--- src/rtl/pixel_pkg.sv ---
// rtl/pixel_pkg.sv - shared state enum, opcode set, width defaults and lane slice helper
// No ports: imported by pixel_alu, pixel_processor_array.
package pixel_pkg;

    typedef enum logic [1:0] {
        ST_IDLE = 2'd0,
        ST_RUN  = 2'd1,
        ST_DONE = 2'd2
    } state_t;

    localparam int INSTRUCTION_WIDTH_DEFAULT = 49;
    localparam int PIXEL_WIDTH_DEFAULT       = 12;

    // Microcode word layout: [2:0] opcode, [3 +: PIXEL_WIDTH] immediate, rest reserved.
    localparam int OP_WIDTH = 3;
    localparam int IMM_LSB  = OP_WIDTH;

    typedef enum logic [2:0] {
        OP_NOP     = 3'd0,
        OP_LOAD    = 3'd1,
        OP_ADD_IMM = 3'd2,
        OP_ADD_X   = 3'd3,
        OP_ADD_Y   = 3'd4,
        OP_ADD_F   = 3'd5,
        OP_XOR_IMM = 3'd6,
        OP_SHL     = 3'd7
    } op_t;

    // Bit offset of lane `lane` inside the packed result bus.
    function automatic int lane_lsb(input int lane, input int pixel_width);
        return lane * pixel_width;
    endfunction

endpackage

--- src/rtl/pixel_alu.sv ---
// rtl/pixel_alu.sv - one accumulator lane executing one microcode word per cycle
// Ports: clk, reset; instruction word; x/y/f lane coordinates; result = accumulator after this word.
module pixel_alu
    import pixel_pkg::*;
#(
    parameter int INSTRUCTION_WIDTH = INSTRUCTION_WIDTH_DEFAULT,
    parameter int PIXEL_WIDTH       = PIXEL_WIDTH_DEFAULT
) (
    input  logic                         clk,
    input  logic                         reset,
    input  logic [INSTRUCTION_WIDTH-1:0] instruction,
    input  logic [31:0]                  x,
    input  logic [31:0]                  y,
    input  logic [31:0]                  f,
    output logic [PIXEL_WIDTH-1:0]       result
);

    logic [PIXEL_WIDTH-1:0] acc;
    logic [PIXEL_WIDTH-1:0] acc_next;
    logic [PIXEL_WIDTH-1:0] imm;
    op_t                    op;
    logic                   unused_bits;

    assign op  = op_t'(instruction[OP_WIDTH-1:0]);
    assign imm = instruction[IMM_LSB +: PIXEL_WIDTH];
    assign unused_bits = ^{instruction[INSTRUCTION_WIDTH-1:IMM_LSB+PIXEL_WIDTH],
                           x[31:PIXEL_WIDTH], y[31:PIXEL_WIDTH], f[31:PIXEL_WIDTH]};

    always_comb begin
        acc_next = acc;
        case (op)
            OP_NOP:     acc_next = acc;
            OP_LOAD:    acc_next = imm;
            OP_ADD_IMM: acc_next = acc + imm;
            OP_ADD_X:   acc_next = acc + x[PIXEL_WIDTH-1:0];
            OP_ADD_Y:   acc_next = acc + y[PIXEL_WIDTH-1:0];
            OP_ADD_F:   acc_next = acc + f[PIXEL_WIDTH-1:0];
            OP_XOR_IMM: acc_next = acc ^ imm;
            OP_SHL:     acc_next = {acc[PIXEL_WIDTH-2:0], 1'b0};
            default:    acc_next = acc;
        endcase
    end

    // Result includes the word currently presented, so while the last slot is
    // re-applied in DONE an idempotent word keeps the output steady.
    assign result = acc_next;

    always_ff @(posedge clk) begin
        if (reset) begin
            acc <= '0;
        end else begin
            acc <= acc_next;
        end
    end

endmodule

--- src/rtl/pixel_scan_counter.sv ---
// rtl/pixel_scan_counter.sv - batch coordinate and frame counter with end-of-line/last-batch flags
// Ports: clk, reset; restart (new frame), advance (batch accepted); batch_x, batch_y, frame_number; end_of_line, last_batch.
module pixel_scan_counter #(
    parameter int NUM_PIXELS    = 8,
    parameter int SCREEN_WIDTH  = 640,
    parameter int SCREEN_HEIGHT = 480
) (
    input  logic        clk,
    input  logic        reset,
    input  logic        restart,
    input  logic        advance,
    output logic [31:0] batch_x,
    output logic [31:0] batch_y,
    output logic [31:0] frame_number,
    output logic        end_of_line,
    output logic        last_batch
);

    assign end_of_line = (batch_x == 32'(SCREEN_WIDTH - NUM_PIXELS));
    assign last_batch  = end_of_line && (batch_y == 32'(SCREEN_HEIGHT - 1));

    // Restart wins over advance; the final batch leaves coordinates in place.
    always_ff @(posedge clk) begin
        if (reset) begin
            batch_x      <= '0;
            batch_y      <= '0;
            frame_number <= '0;
        end else if (restart) begin
            batch_x      <= '0;
            batch_y      <= '0;
            frame_number <= frame_number + 32'd1;
        end else if (advance && !last_batch) begin
            if (end_of_line) begin
                batch_x <= '0;
                batch_y <= batch_y + 32'd1;
            end else begin
                batch_x <= batch_x + 32'(NUM_PIXELS);
            end
        end
    end

endmodule

--- src/rtl/sram_1r1w.sv ---
// rtl/sram_1r1w.sv - single-clock memory, one write port, one registered read port
// Ports: clk; wr_en/wr_addr/wr_data write; rd_addr in, rd_data out one cycle later.
module sram_1r1w #(
    parameter int DEPTH      = 16,
    parameter int WIDTH      = 49,
    parameter int ADDR_WIDTH = $clog2(DEPTH)
) (
    input  logic                  clk,
    input  logic                  wr_en,
    input  logic [ADDR_WIDTH-1:0] wr_addr,
    input  logic [WIDTH-1:0]      wr_data,
    input  logic [ADDR_WIDTH-1:0] rd_addr,
    output logic [WIDTH-1:0]      rd_data
);

    logic [WIDTH-1:0] mem [DEPTH];

    // Read returns the old word on a same-address write; new data is seen next cycle.
    always_ff @(posedge clk) begin
        if (wr_en) begin
            mem[wr_addr] <= wr_data;
        end
        rd_data <= mem[rd_addr];
    end

endmodule

--- src/rtl/pixel_processor_array.sv ---
// rtl/pixel_processor_array.sv - microcoded lane array sequenced batch by batch over a frame
// Ports: clk, reset, new_frame; ucode_wr_en/addr/data microcode write; result/result_valid/result_ready batch handshake;
//        batch_x, batch_y, frame_number coordinates; frame_done pulse; busy.
module pixel_processor_array
    import pixel_pkg::*;
#(
    parameter int NUM_PIXELS        = 8,
    parameter int SCREEN_WIDTH      = 640,
    parameter int SCREEN_HEIGHT     = 480,
    parameter int UCODE_DEPTH       = 16,
    parameter int INSTRUCTION_WIDTH = INSTRUCTION_WIDTH_DEFAULT,
    parameter int PIXEL_WIDTH       = PIXEL_WIDTH_DEFAULT
) (
    input  logic                              clk,
    input  logic                              reset,
    input  logic                              new_frame,
    input  logic                              ucode_wr_en,
    input  logic [$clog2(UCODE_DEPTH)-1:0]    ucode_wr_addr,
    input  logic [INSTRUCTION_WIDTH-1:0]      ucode_wr_data,
    output logic [NUM_PIXELS*PIXEL_WIDTH-1:0] result,
    output logic                              result_valid,
    input  logic                              result_ready,
    output logic [31:0]                       batch_x,
    output logic [31:0]                       batch_y,
    output logic [31:0]                       frame_number,
    output logic                              frame_done,
    output logic                              busy
);

    localparam int ADDR_WIDTH = $clog2(UCODE_DEPTH);
    localparam logic [ADDR_WIDTH-1:0] LAST_PC = ADDR_WIDTH'(UCODE_DEPTH - 1);

    if (SCREEN_WIDTH % NUM_PIXELS != 0) begin : g_bad_width
        $error("SCREEN_WIDTH must be a multiple of NUM_PIXELS");
    end
    if (UCODE_DEPTH < 2 || (UCODE_DEPTH & (UCODE_DEPTH - 1)) != 0) begin : g_bad_depth
        $error("UCODE_DEPTH must be a power of two and at least 2");
    end

    state_t                   state, state_next;
    logic [ADDR_WIDTH-1:0]    pc, pc_next;
    logic                     advance;
    logic                     frame_done_next;
    logic                     last_batch;
    logic                     end_of_line_unused;
    logic [INSTRUCTION_WIDTH-1:0] instruction;

    always_comb begin
        state_next      = state;
        pc_next         = pc;
        advance         = 1'b0;
        frame_done_next = 1'b0;
        if (new_frame) begin
            state_next = ST_RUN;
            pc_next    = '0;
        end else begin
            case (state)
                ST_IDLE: pc_next = '0;
                ST_RUN: begin
                    if (pc == LAST_PC) begin
                        state_next = ST_DONE;
                    end else begin
                        pc_next = pc + 1'b1;
                    end
                end
                ST_DONE: begin
                    if (result_ready) begin
                        advance = 1'b1;
                        pc_next = '0;
                        if (last_batch) begin
                            state_next      = ST_IDLE;
                            frame_done_next = 1'b1;
                        end else begin
                            state_next = ST_RUN;
                        end
                    end
                end
                default: begin
                    state_next = ST_IDLE;
                    pc_next    = '0;
                end
            endcase
        end
    end

    always_ff @(posedge clk) begin
        if (reset) begin
            state      <= ST_IDLE;
            pc         <= '0;
            frame_done <= 1'b0;
        end else begin
            state      <= state_next;
            pc         <= pc_next;
            frame_done <= frame_done_next;
        end
    end

    assign result_valid = (state == ST_DONE);
    assign busy         = (state != ST_IDLE);

    pixel_scan_counter #(
        .NUM_PIXELS   (NUM_PIXELS),
        .SCREEN_WIDTH (SCREEN_WIDTH),
        .SCREEN_HEIGHT(SCREEN_HEIGHT)
    ) u_scan (
        .clk         (clk),
        .reset       (reset),
        .restart     (new_frame),
        .advance     (advance),
        .batch_x     (batch_x),
        .batch_y     (batch_y),
        .frame_number(frame_number),
        .end_of_line (end_of_line_unused),
        .last_batch  (last_batch)
    );

    sram_1r1w #(
        .DEPTH(UCODE_DEPTH),
        .WIDTH(INSTRUCTION_WIDTH)
    ) u_ucode (
        .clk    (clk),
        .wr_en  (ucode_wr_en),
        .wr_addr(ucode_wr_addr),
        .wr_data(ucode_wr_data),
        .rd_addr(pc),
        .rd_data(instruction)
    );

    for (genvar i = 0; i < NUM_PIXELS; i++) begin : g_lane
        logic [31:0] lane_x;
        assign lane_x = batch_x + 32'(i);
        pixel_alu #(
            .INSTRUCTION_WIDTH(INSTRUCTION_WIDTH),
            .PIXEL_WIDTH      (PIXEL_WIDTH)
        ) u_alu (
            .clk        (clk),
            .reset      (reset),
            .instruction(instruction),
            .x          (lane_x),
            .y          (batch_y),
            .f          (frame_number),
            .result     (result[lane_lsb(i, PIXEL_WIDTH) +: PIXEL_WIDTH])
        );
    end

endmodule

--- config.mk ---
export PLATFORM = sky130hd
export DESIGN_NAME = pixel_processor_array
export DESIGN_NICKNAME = d
export VERILOG_FILES = /design/src/rtl/pixel_pkg.sv /design/src/rtl/pixel_alu.sv /design/src/rtl/pixel_scan_counter.sv /design/src/rtl/sram_1r1w.sv /design/src/rtl/pixel_processor_array.sv
export SDC_FILE = /design/constraint.sdc
export NUM_CORES = 1
export LEC_CHECK = 0
export ABC_CLOCK_PERIOD_IN_PS = 6780
export BUFFER_PORTS_ARGS = -buffer_cell sky130_fd_sc_hd__buf_2
export CORE_MARGIN = 5
export CORE_UTILIZATION = 55
export CTS_BUF_LIST = sky130_fd_sc_hd__clkbuf_16
export DETAILED_ROUTE_END_ITERATION = 7
export HOLD_SLACK_MARGIN = 0.05
export PLACE_DENSITY = 0.77
export SYNTH_ARGS = -nofsm -noshare
export SYNTH_HDL_FRONTEND = slang
export SYNTH_SLANG_ARGS = --single-unit
--- constraint.sdc ---
create_clock -name clk -period 6.78 [get_ports clk]
set_input_delay 2.034 -clock clk [delete_from_list [all_inputs] [get_ports clk]]
set_output_delay 2.034 -clock clk [all_outputs]
set_load 0.02 [all_outputs]
==> results.py, run 1 <==
metrics = {
    "timing": {
        "hold_ws_ps": 492,
        "setup_viol": 0,
        "fmax_mhz": 152,
        "final.min_clock_period_ps": 6580,
        "relSlewSlack_pct": 21.1,
        "finalHoldViolCount": 0,
        "tightest_slew_ps": 1180,
        "skew_ps": 20.8,
        "post-route-period-util_pct": 97.0,
        "slew_viol_final": 0,
    },
    "clock_network": {
        "post_cts.repair.setup_buffers": 0,
        "clock_sinks": 451,
        "numCtsBuffers": 50,
        "cts_tree": "yes",
        "hold_buffers": 0,
        "cts_root_buf": "clkbuf_16",
        "cts.path.max_buffers": 3,
        "clock_latency_ps": 610,
        "clkSlewWorstSetupHoldPaths_ps": 60,
        "htree_num_levels": 2,
    },
    "worst_setup_path": {
        "critPathRequiredTime_ps": 4750,
        "path_buf_inv": 3,
        "path_class": "register to output port",
        "max_stage_delay_ps": 440,
        "startpoint_type": "register",
        "worstPathArrival_ps": 4540,
        "slowest_stage": "fa_1",
        "path_max_fanout": 14,
        "cp_cell_sequence": "buf_4, nor2b_1, nor2_1, nor2_4, ha_1, inv_1, fa_1, nor2b_1, o21ai_0, a21boi_0, o21ai_0, a21oi_2, a31oi_1, or3_1, nand3_1, buf_2",
        "crit_family": "simple AND/OR/NAND/NOR gates",
        "end_kind": "output port",
    },
    "global_route": {
        "grt_pass1_wl_um": 136000,
        "grt_max_degree": 73,
        "grt_pass1_vias": 24391,
        "antenna_found_initial": 3,
        "grt_overflow": 0,
        "grt_usage_pct": 30.1,
    },
    "floorplanning": {
        "die_x_um": 239,
        "rows": 83,
        "core_um2": 51500,
        "die_h_um": 239,
        "io_pins": 253,
        "initial_utilization_pct": 55.8,
        "dieArea_um2": 56900,
    },
    "power_and_ir_drop": {
        "power_density_nw_per_um2": 221,
        "cellInternalPower_mw": 5.00,
        "vdd_drop_max_uv": 225,
        "power_mw": 7.11,
        "clockPowerShare_pct": 37.8,
        "switchingPower_mw": 2.12,
        "swShare_pct": 29.7,
        "p_comb_share_pct": 18.8,
        "leakage_nw": 12.9,
        "pwr-share-seq_pct": 43.4,
    },
    "place": {
        "dp_cells": 3704,
        "dp_hpwl_um": 61800,
        "portBuffers": 215,
        "placed_cell_area_um2": 30600,
        "place_congestion": 0.929,
    },
    "route": {
        "vias_per_cell": 6.43,
        "drt_iter0_markers": 2051,
        "drtPass1Iterations": 8,
        "wl_per_cell_um": 23.6,
        "vias": 24408,
        "ant_nets": 0,
        "finalWirelength_um": 89500,
        "remaining_drc_errors": 0,
    },
    "synth": {
        "syn_area_um2": 28700,
        "yosysUniqueCellTypes": 80,
        "synth_top_flop_cell": "edfxtp_1",
        "yosysWarningCount": 0,
        "synthCells": 2908,
        "async_reset_ff_share_pct": 0,
        "ys_seq_elements": 451,
        "syn_area_per_cell_um2": 9.89,
        "synth_seq_area_share_pct": 39.8,
        "synth_edf_count": 240,
    },
    "outcome": {
        "status": "finished clean",
    },
    "run": {
        "maxCapViolations": 0,
    },
    "hold_path": {
        "hold_class": "register to register",
    },
    "final_layout": {
        "final_area_um2": 32200,
        "instances_no_fill": 3794,
        "antenna_cells": 0,
        "area_delta_synth_final_pct": 12.1,
        "drive_above_1_share_pct": 15.1,
        "layout.nets": 3359,
    },
}
## area by class of cell
class / count / area [µm²]
sequential: 451 / 11400
inverter: 74 / 278
clock buffer: 50 / 1250
timing repair buffer: 257 / 1410
fill: 4119 / 19300
tap: 680 / 851
multi-input combinational: 2242 / 16600
clock inverter: 40 / 365
## metal layers
layer | up-vias | wire length (µm) | GRT usage [%]
met4 | 2 | 4250 | 12.6
li1 | 11121 | - | -
met5 | - | 13 | 0
met2 | 1128 | 44700 | 53.5
met3 | 259 | 7050 | 4.80
met1 | 11898 | 33500 | 36.4
## stage by stage
stage                     TNS (ps)  utilization [%]  worst slack (ps)
after CTS                        0             62.5              69.4
final                            0             62.5               203
after global placement           0             59.3               620
after global routing         -11.8             62.5             -11.8
after detailed placement         0             59.3               549
after floorplan                  0                -               177
## cells by family (layout without fill, tap and decap cells)
logic type | after synthesis | after routing | share of synthesized area [%]
fa+ha+maj | 225 | 225 | 10.2
buf+inv | 223 | 421 | 3.00
mux | 117 | 117 | 7.41
other cells | 2 | 10 | 0.0261
compound gates | 694 | 694 | 15.7
flops | 451 | 451 | 39.8
xor+xnor | 274 | 274 | 8.35
simple gates | 922 | 922 | 15.6
## layout by cell type (no fill, tap or decap), types with 45 or more instances in the layout
master     instances
nor2_1           322
edfxtp_1         240
buf_2            215
ha_1             211
dfxtp_1          206
a21oi_1          184
xnor2_1          169
nand2_1          152
o21ai_0          149
xor2_1           105
nor3_1            90
inv_1             84
mux4_2            75
and2_1            72
nand3_1           62
clkbuf_16         50
a21o_1            45
## worst register-to-register path: cells and delay by family (launching register included)
| family | cells | cell delay [ps] |
|---|---|---|
| fa+ha+maj | 2 | 720 |
| flops | 1 | 420 |
| buf+inv | 2 | 360 |
| compound gates | 6 | 1220 |
| simple gates | 5 | 1120 |
## power by group through the flow
stage	logic [mW]	registers [mW]	clock network [mW]
after floorplan	0.949	3.09	0
after global placement	1.27	3.13	0
after detailed placement	1.31	3.14	0
after CTS	1.32	3.08	2.72
after global routing	1.45	3.09	2.84
final	1.34	3.08	2.69
## state kept, by name (all words and copies together) (netlist names)
signal	flops
frame_done	1
g_lane.u_alu.acc	96
pc	4
state	2
u_scan.batch_x	29
u_scan.batch_y	32
u_scan.frame_number	32
u_ucode.mem	240
u_ucode.rd_data	15
## Yosys cell counts, types with 6 or more instances
cell type    n  area [µm²]
o31ai_1     11        82.6
o22ai_1     17         106
a41oi_1      9        78.8
a31oi_1     23         144
clkbuf_1   106         398
mux2i_1     34         340
edfxtp_1   240        7210
a211oi_1    34         255
a21oi_1    189         946
or3_1       37         231
mux2_2       7        78.8
nand3_1     62         310
o211ai_1    28         210
o41ai_1      7        61.3
mux4_2      75        1690
ha_1       211        2640
a21boi_0    10        75.1
a221oi_1    26         228
inv_1       74         278
xor2_1     105         920
or2_2       10        62.6
nor3b_1     13        97.6
a2111oi_0    8        70.1
xnor2_1    169        1480
nor2b_1     19         119
nand4_1     22         138
and4_1       7        61.3
o221ai_1    25         219
o21a_1      30         225
nor3_1      94         470
fa_1        14         280
nor2_1     336        1260
o22a_1       6        52.6
nand2_1    153         574
and2_1      72         450
dfxtp_1    211        4220
nor4_1      16         100
a21o_1      45         338
o32a_1      18         180
nand2b_1    18         113
buf_1       34         128
and3_1      40         250
a221o_1      9        90.1
o21ai_0    149         746
o21bai_1    13        97.6
## path summary, 6_finish.rpt
| check | start | endpoint | slack (ps) | cells after the start |
|---|---|---|---|---|
| min | u_scan.frame_number[20] | u_scan.frame_number[20] | 490 | 2 |
| max | u_ucode.rd_data[2] | result[22] | 200 | 16 |
| min reg2reg | u_scan.frame_number[20] | u_scan.frame_number[20] | 490 | 2 |
| max reg2reg | u_ucode.rd_data[2] | g_lane[1].u_alu.acc[10] | 2880 | 15 |
## timing repair
action,CTS,global route
endpoints found under the setup margin,4,31
gates cloned,0,0
pin swaps,0,0
resized for setup,1,10
Note: power is estimated with default switching activity, not from simulation.
==> inputs of run 2 (changes only) <==
- PLACE_DENSITY: 0.77 -> default
- PLACE_DENSITY_LB_ADDON: default -> 0.08
==> results.py, run 2 (same netlist as run 1, synthesis figures left out) <==
metrics = {
    "clock_network": {
        "clock_sinks": 451,
        "numCtsBuffers": 50,
        "hold_buffers": 0,
        "post_cts.repair.setup_buffers": 0,
        "htree_num_levels": 2,
        "clock_latency_ps": 600,
        "cts.path.max_buffers": 3,
        "cts_root_buf": "clkbuf_16",
        "cts_tree": "yes",
        "clkSlewWorstSetupHoldPaths_ps": 50,
    },
    "timing": {
        "final.min_clock_period_ps": 6600,
        "tightest_slew_ps": 1210,
        "finalHoldViolCount": 0,
        "post-route-period-util_pct": 97.3,
        "fmax_mhz": 152,
        "relSlewSlack_pct": 19.3,
        "skew_ps": 15.1,
        "hold_ws_ps": 504,
        "setup_viol": 0,
        "slew_viol_final": 0,
    },
    "hold_path": {
        "hold_class": "register to register",
        "holdPathStages": 2,
    },
    "final_layout": {
        "largest_register": "u_ucode.mem",
        "ff_latch_area_um2": 11400,
        "utilization_pct": 63.1,
        "final_common_cell": "nor2_1",
        "area_delta_synth_final_pct": 13.0,
        "layout.nets": 3373,
        "final_area_um2": 32500,
        "mostFrequentLayoutCells": "nor2_1, edfxtp_1, buf_2, ha_1, dfxtp_1",
        "top_regs": "u_ucode.mem x240, g_lane.u_alu.acc x96",
        "instances_no_fill": 3812,
        "largest_reg_flops": 240,
        "multi_input_area_um2": 16600,
        "nFillCells": 4178,
        "drive_above_1_share_pct": 15.2,
    },
    "worst_setup_path": {
        "worstPathArrival_ps": 4570,
        "end_kind": "output port",
        "path_max_fanout": 47,
        "critPathRequiredTime_ps": 4750,
        "path_class": "register to output port",
        "startpoint_type": "register",
        "r2r_cells": 13,
    },
    "power_and_ir_drop": {
        "leakage_nw": 13.1,
        "switchingPower_mw": 2.08,
        "cellInternalPower_mw": 5.25,
        "clockPowerShare_pct": 39.7,
        "power_mw": 7.33,
        "power_density_nw_per_um2": 226,
        "swShare_pct": 28.4,
        "p_comb_share_pct": 18.3,
        "vdd_drop_max_uv": 188,
        "pwr-share-seq_pct": 42.0,
    },
    "place": {
        "placed_cell_area_um2": 30700,
        "dp_hpwl_um": 63200,
        "portBuffers": 215,
        "dp_cells": 3718,
        "place_congestion": 0.902,
    },
    "route": {
        "vias_per_cell": 6.35,
        "finalWirelength_um": 89900,
        "wl_per_cell_um": 23.6,
        "drtPass1Iterations": 5,
        "remaining_drc_errors": 0,
        "ant_nets": 0,
        "drt_iter0_markers": 1870,
        "vias": 24205,
    },
    "global_route": {
        "grt_overflow": 0,
        "grt_usage_pct": 30.5,
        "antenna_found_initial": 3,
        "grt_pass1_vias": 23870,
        "grt_max_degree": 130,
        "grt_pass1_wl_um": 136000,
    },
    "floorplanning": {
        "core_um2": 51500,
        "die_h_um": 239,
        "die_x_um": 239,
        "rows": 83,
        "dieArea_um2": 56900,
        "io_pins": 253,
        "initial_utilization_pct": 55.8,
    },
    "run": {
        "maxCapViolations": 0,
    },
    "outcome": {
        "status": "finished clean",
    },
}
==> run 2: changes by cell type in the layout (fill, tap and decap cells not counted), moves of 3 or more <==
cell        change
nor3_4          -3
nor2_1         +12
clkinv_2        -4
a21oi_2         -3
bufinv_16       +6
buf_12          +3
nor2_2         -12
buf_4          +11
a21oi_1         +3
nor3_2          +3
clkinvlp_4      -4
==> run 2: worst paths after layout <==
| check | startpoint | end | slack [ps] |
|---|---|---|---|
| worst max-delay path | u_ucode.rd_data[2] | result[8] | 180 |
| worst min-delay path | u_scan.frame_number[31] | u_scan.frame_number[31] | 500 |
| worst max register to register | u_ucode.rd_data[1] | g_lane[4].u_alu.acc[11] | 2770 |
| worst min register to register | u_scan.frame_number[31] | u_scan.frame_number[31] | 500 |
==> run 2: power groups by stage <==
stage | clock (mW) | sequential (mW) | combinational, mW
2_1_floorplan | 0 | 3.09 | 0.949
3_3_place_gp | 0 | 3.13 | 1.29
3_5_place_dp | 0 | 3.13 | 1.32
4_1_cts | 2.96 | 3.07 | 1.33
5_1_grt | 3.08 | 3.09 | 1.46
6_report | 2.91 | 3.08 | 1.34
==> run 2: what timing repair did <==
action | in CTS | in global routing
gates resized for setup | 4 | 10
setup endpoints to repair | 19 | 18
hold endpoints to repair | 0 | 0
==> run 2: final cells by class <==
cell class | count | share of cell area (%)
sequential | 451 | 35.2
clock buffer | 51 | 3.93
clock inverter | 42 | 1.51
antenna | 1 | 0.00770
timing repair buffer | 271 | 4.77
multi-input combinational | 2242 | 51.1
inverter | 74 | 0.855
tap | 680 | 2.62
==> run 2: metal layers <==
layer	share of wire, %	global-route usage, %	routed length (µm)	up-vias
li1	-	-	-	11157
met1	39	37.2	34900	11943
met2	50	53.5	45000	871
met3	6.5	4.74	5860	230
met4	4.6	13.4	4170	4
met5	0.023	0	21	-
==> run 2: stage by stage <==
| step | TNS, ps | worst slack [ps] |
|---|---|---|
| after floorplan | 0 | 177 |
| after global placement | 0 | 409 |
| after detailed placement | 0 | 325 |
| after CTS | 0 | 12.9 |
| after global routing | -7.41 | -7.41 |
| final | 0 | 180 |
==> run 2: critical path, stage by stage (launching register included) <==
cell	delay, ps
dfxtp_2	370
buf_6	340
nand2b_2	290
nand2_1	80
a211oi_1	260
ha_1	250
inv_1	70
fa_1	420
nor2b_1	140
o21ai_0	140
a21oi_1	260
o21ai_0	160
a21boi_0	360
buf_4	190
o21ai_0	130
mux2i_1	220
nand2_1	90
buf_2	190
==> inputs of run 3 (changes only) <==
- ABC_AREA: default -> 1
- CORE_UTILIZATION: 55 -> 56
==> results.py, run 3 <==
metrics = {
    "outcome": {
        "status": "finished clean",
    },
    "route": {
        "remaining_drc_errors": 0,
        "vias": 31682,
        "ant_nets": 0,
        "wl_per_cell_um": 20.6,
        "drtPass1Iterations": 8,
        "vias_per_cell": 5.86,
        "finalWirelength_um": 112000,
        "drt_iter0_markers": 3223,
    },
    "final_layout": {
        "area_delta_synth_final_pct": 11.7,
        "drive_above_1_share_pct": 9.54,
        "layout.nets": 4894,
        "top_regs": "u_ucode.mem x240, g_lane.u_alu.acc x96",
        "largest_register": "u_ucode.mem",
        "largest_reg_flops": 240,
        "final_common_cell": "nand2_1",
        "mostFrequentLayoutCells": "nand2_1, nor2_1, inv_1, nand3_1, edfxtp_1",
    },
    "global_route": {
        "grt_max_degree": 99,
        "grt_overflow": 0,
        "grt_pass1_vias": 28571,
        "grt_pass1_wl_um": 165000,
        "antenna_found_initial": 1,
        "grt_usage_pct": 34.8,
    },
    "synth": {
        "yosysTopAreaCell": "edfxtp_1",
        "yosysWarningCount": 0,
        "synth_top_area_share_pct": 22.7,
        "yosysUniqueCellTypes": 53,
        "synth_top_flop_cell": "edfxtp_1",
        "synth_area_leaders": "edfxtp_1, dfxtp_1, nand2_1, ha_1, nor2_1",
        "syn_area_um2": 31800,
        "synth_edf_count": 240,
        "yosysMostFrequentCell": "nand2_1",
        "ys_seq_elements": 451,
        "async_reset_ff_share_pct": 0,
        "yosys-top-cells-count": "nand2_1, nor2_1, inv_1",
        "syn_area_per_cell_um2": 7.20,
        "synthCells": 4410,
        "synth_seq_area_share_pct": 36.0,
    },
    "clock_network": {
        "cts.path.max_buffers": 3,
        "cts_tree": "yes",
        "htree_num_levels": 2,
        "numCtsBuffers": 50,
        "cts_root_buf": "clkbuf_16",
        "clock_latency_ps": 640,
        "clock_sinks": 451,
        "hold_buffers": 0,
        "clkSlewWorstSetupHoldPaths_ps": 60,
    },
    "timing": {
        "tightest_slew_ps": 1200,
        "fin_ws_ps": 240,
        "final.min_clock_period_ps": 6540,
        "post-route-period-util_pct": 96.5,
        "finalHoldViolCount": 0,
        "slew_viol_final": 0,
        "rsz0062_at_grt": "false",
        "skew_ps": 30.3,
        "relSlewSlack_pct": 20.2,
        "fmax_mhz": 153,
        "setup_viol": 0,
        "fin_tns_setup_ps": 0,
    },
    "floorplanning": {
        "core_um2": 56300,
        "dieArea_um2": 61600,
        "die_x_um": 248,
        "die_h_um": 248,
        "initial_utilization_pct": 56.5,
        "io_pins": 253,
        "rows": 87,
    },
    "run": {
        "maxCapViolations": 0,
    },
    "power_and_ir_drop": {
        "clockPowerShare_pct": 36.3,
        "pwr-share-seq_pct": 41.1,
        "power_density_nw_per_um2": 212,
        "leakage_nw": 16.2,
        "switchingPower_mw": 2.49,
        "cellInternalPower_mw": 5.04,
        "vdd_drop_max_uv": 222,
        "p_comb_share_pct": 22.6,
        "swShare_pct": 33.0,
    },
    "place": {
        "preCtsSetupSlack_ps": 984,
        "portBuffers": 215,
        "dp_hpwl_um": 76900,
        "place_congestion": 1.02,
    },
    "worst_setup_path": {
        "path_class": "register to output port",
        "end_kind": "output port",
        "critPathRequiredTime_ps": 4750,
        "startpoint_type": "register",
        "worstPathArrival_ps": 4510,
        "path_max_fanout": 14,
    },
    "hold_path": {
        "hold_class": "register to register",
    },
}
-- run 3: changes by cell type after synthesis, moves of 45 or more --
cell / delta
a21oi_1: +49
and2_1: -55
inv_1: +447
mux4_2: -75
nand2_1: +912
nand3_1: +319
nand4_1: +71
nor2_1: +202
o21ai_0: +55
xnor2_1: -133
xor2_1: -45
-- run 3: what timing repair did --
item / in CTS / in global routing
resized for setup: 0 / 2
endpoints found under the setup margin: 0 / 4
buffers inserted: 0 / 0
-- run 3: power groups by stage --
| stage | Sequential (mW) | Clock (mW) | Combinational, mW |
|---|---|---|---|
| 2_1_floorplan | 3.11 | 0 | 1.15 |
| 3_3_place_gp | 3.15 | 0 | 1.64 |
| 3_5_place_dp | 3.15 | 0 | 1.66 |
| 4_1_cts | 3.09 | 2.77 | 1.67 |
| 5_1_grt | 3.10 | 2.88 | 1.87 |
| 6_report | 3.09 | 2.74 | 1.70 |
-- run 3: layout make-up --
cell class | count | area, µm²
fillers | 5279 | 20800
repair buffers | 293 | 1680
multi-input cells | 3281 | 17800
clock inverters | 44 | 393
diodes | 2 | 5.00
flip-flops and latches | 451 | 11400
clock buffers | 50 | 1250
well taps | 756 | 946
inverters | 534 | 2010
-- run 3: cell families after synthesis --
family / count (synthesis) / synth area share (%)
multiplexers: 46 / 1.45
flip-flops: 451 / 36.0
AO/OA/AOI/OAI: 655 / 12.2
AND/OR/NAND/NOR: 2249 / 30.1
other: 2 / 0.0236
XOR/XNOR: 96 / 2.65
buffers and inverters: 686 / 8.40
adder cells (fa/ha/maj): 225 / 9.19
-- run 3: path summary, 6_finish.rpt --
| check | startpoint | to | slack [ps] | cells after the start |
|---|---|---|---|---|
| setup reg to reg | u_scan.batch_x[5] | u_scan.batch_x[21] | 2260 | 9 |
| setup / recovery | u_ucode.rd_data[0] | result[52] | 240 | 15 |
| hold / removal | u_scan.frame_number[30] | u_scan.frame_number[30] | 470 | 2 |
| hold reg to reg | u_scan.frame_number[30] | u_scan.frame_number[30] | 470 | 2 |
-- run 3: critical path: stages (launching register included) --
cell        delay, ps
dfxtp_1           550
nand3_2           330
nand2_4           290
inv_2             100
a21oi_1           180
buf_4             220
clkinvlp_4        410
fa_1              600
nand3_1           100
nand2_1           110
or2_2             300
nand3_1            70
nand4_1            90
o21ai_0           130
inv_1             170
buf_2             200
-- run 3: per-stage QoR --
step / hold WS [ps] / util, % / power [mW] / instances / cell area, µm²
after floorplan: 473 / - / 4.26 / 4418 / 31800
after global placement: 457 / 60.1 / 4.78 / 5315 / 33800
after detailed placement: 455 / 60.1 / 4.80 / 5315 / 33800
after CTS: 468 / 63.0 / 7.53 / 5409 / 35500
after global routing: 492 / 63.1 / 7.85 / 5409 / 35500
final: 471 / 63.1 / 7.53 / 5411 / 35500
-- run 3: routing by layer --
| metal | GRT usage [%] | share of wire [%] | vias to the layer above |
|---|---|---|---|
| met5 | 0 | 0 | - |
| met4 | 16.5 | 5.7 | 0 |
| met3 | 6.50 | 11 | 331 |
| met2 | 54.6 | 44 | 1550 |
| met1 | 46.8 | 39 | 14550 |
| li1 | - | - | 15251 |
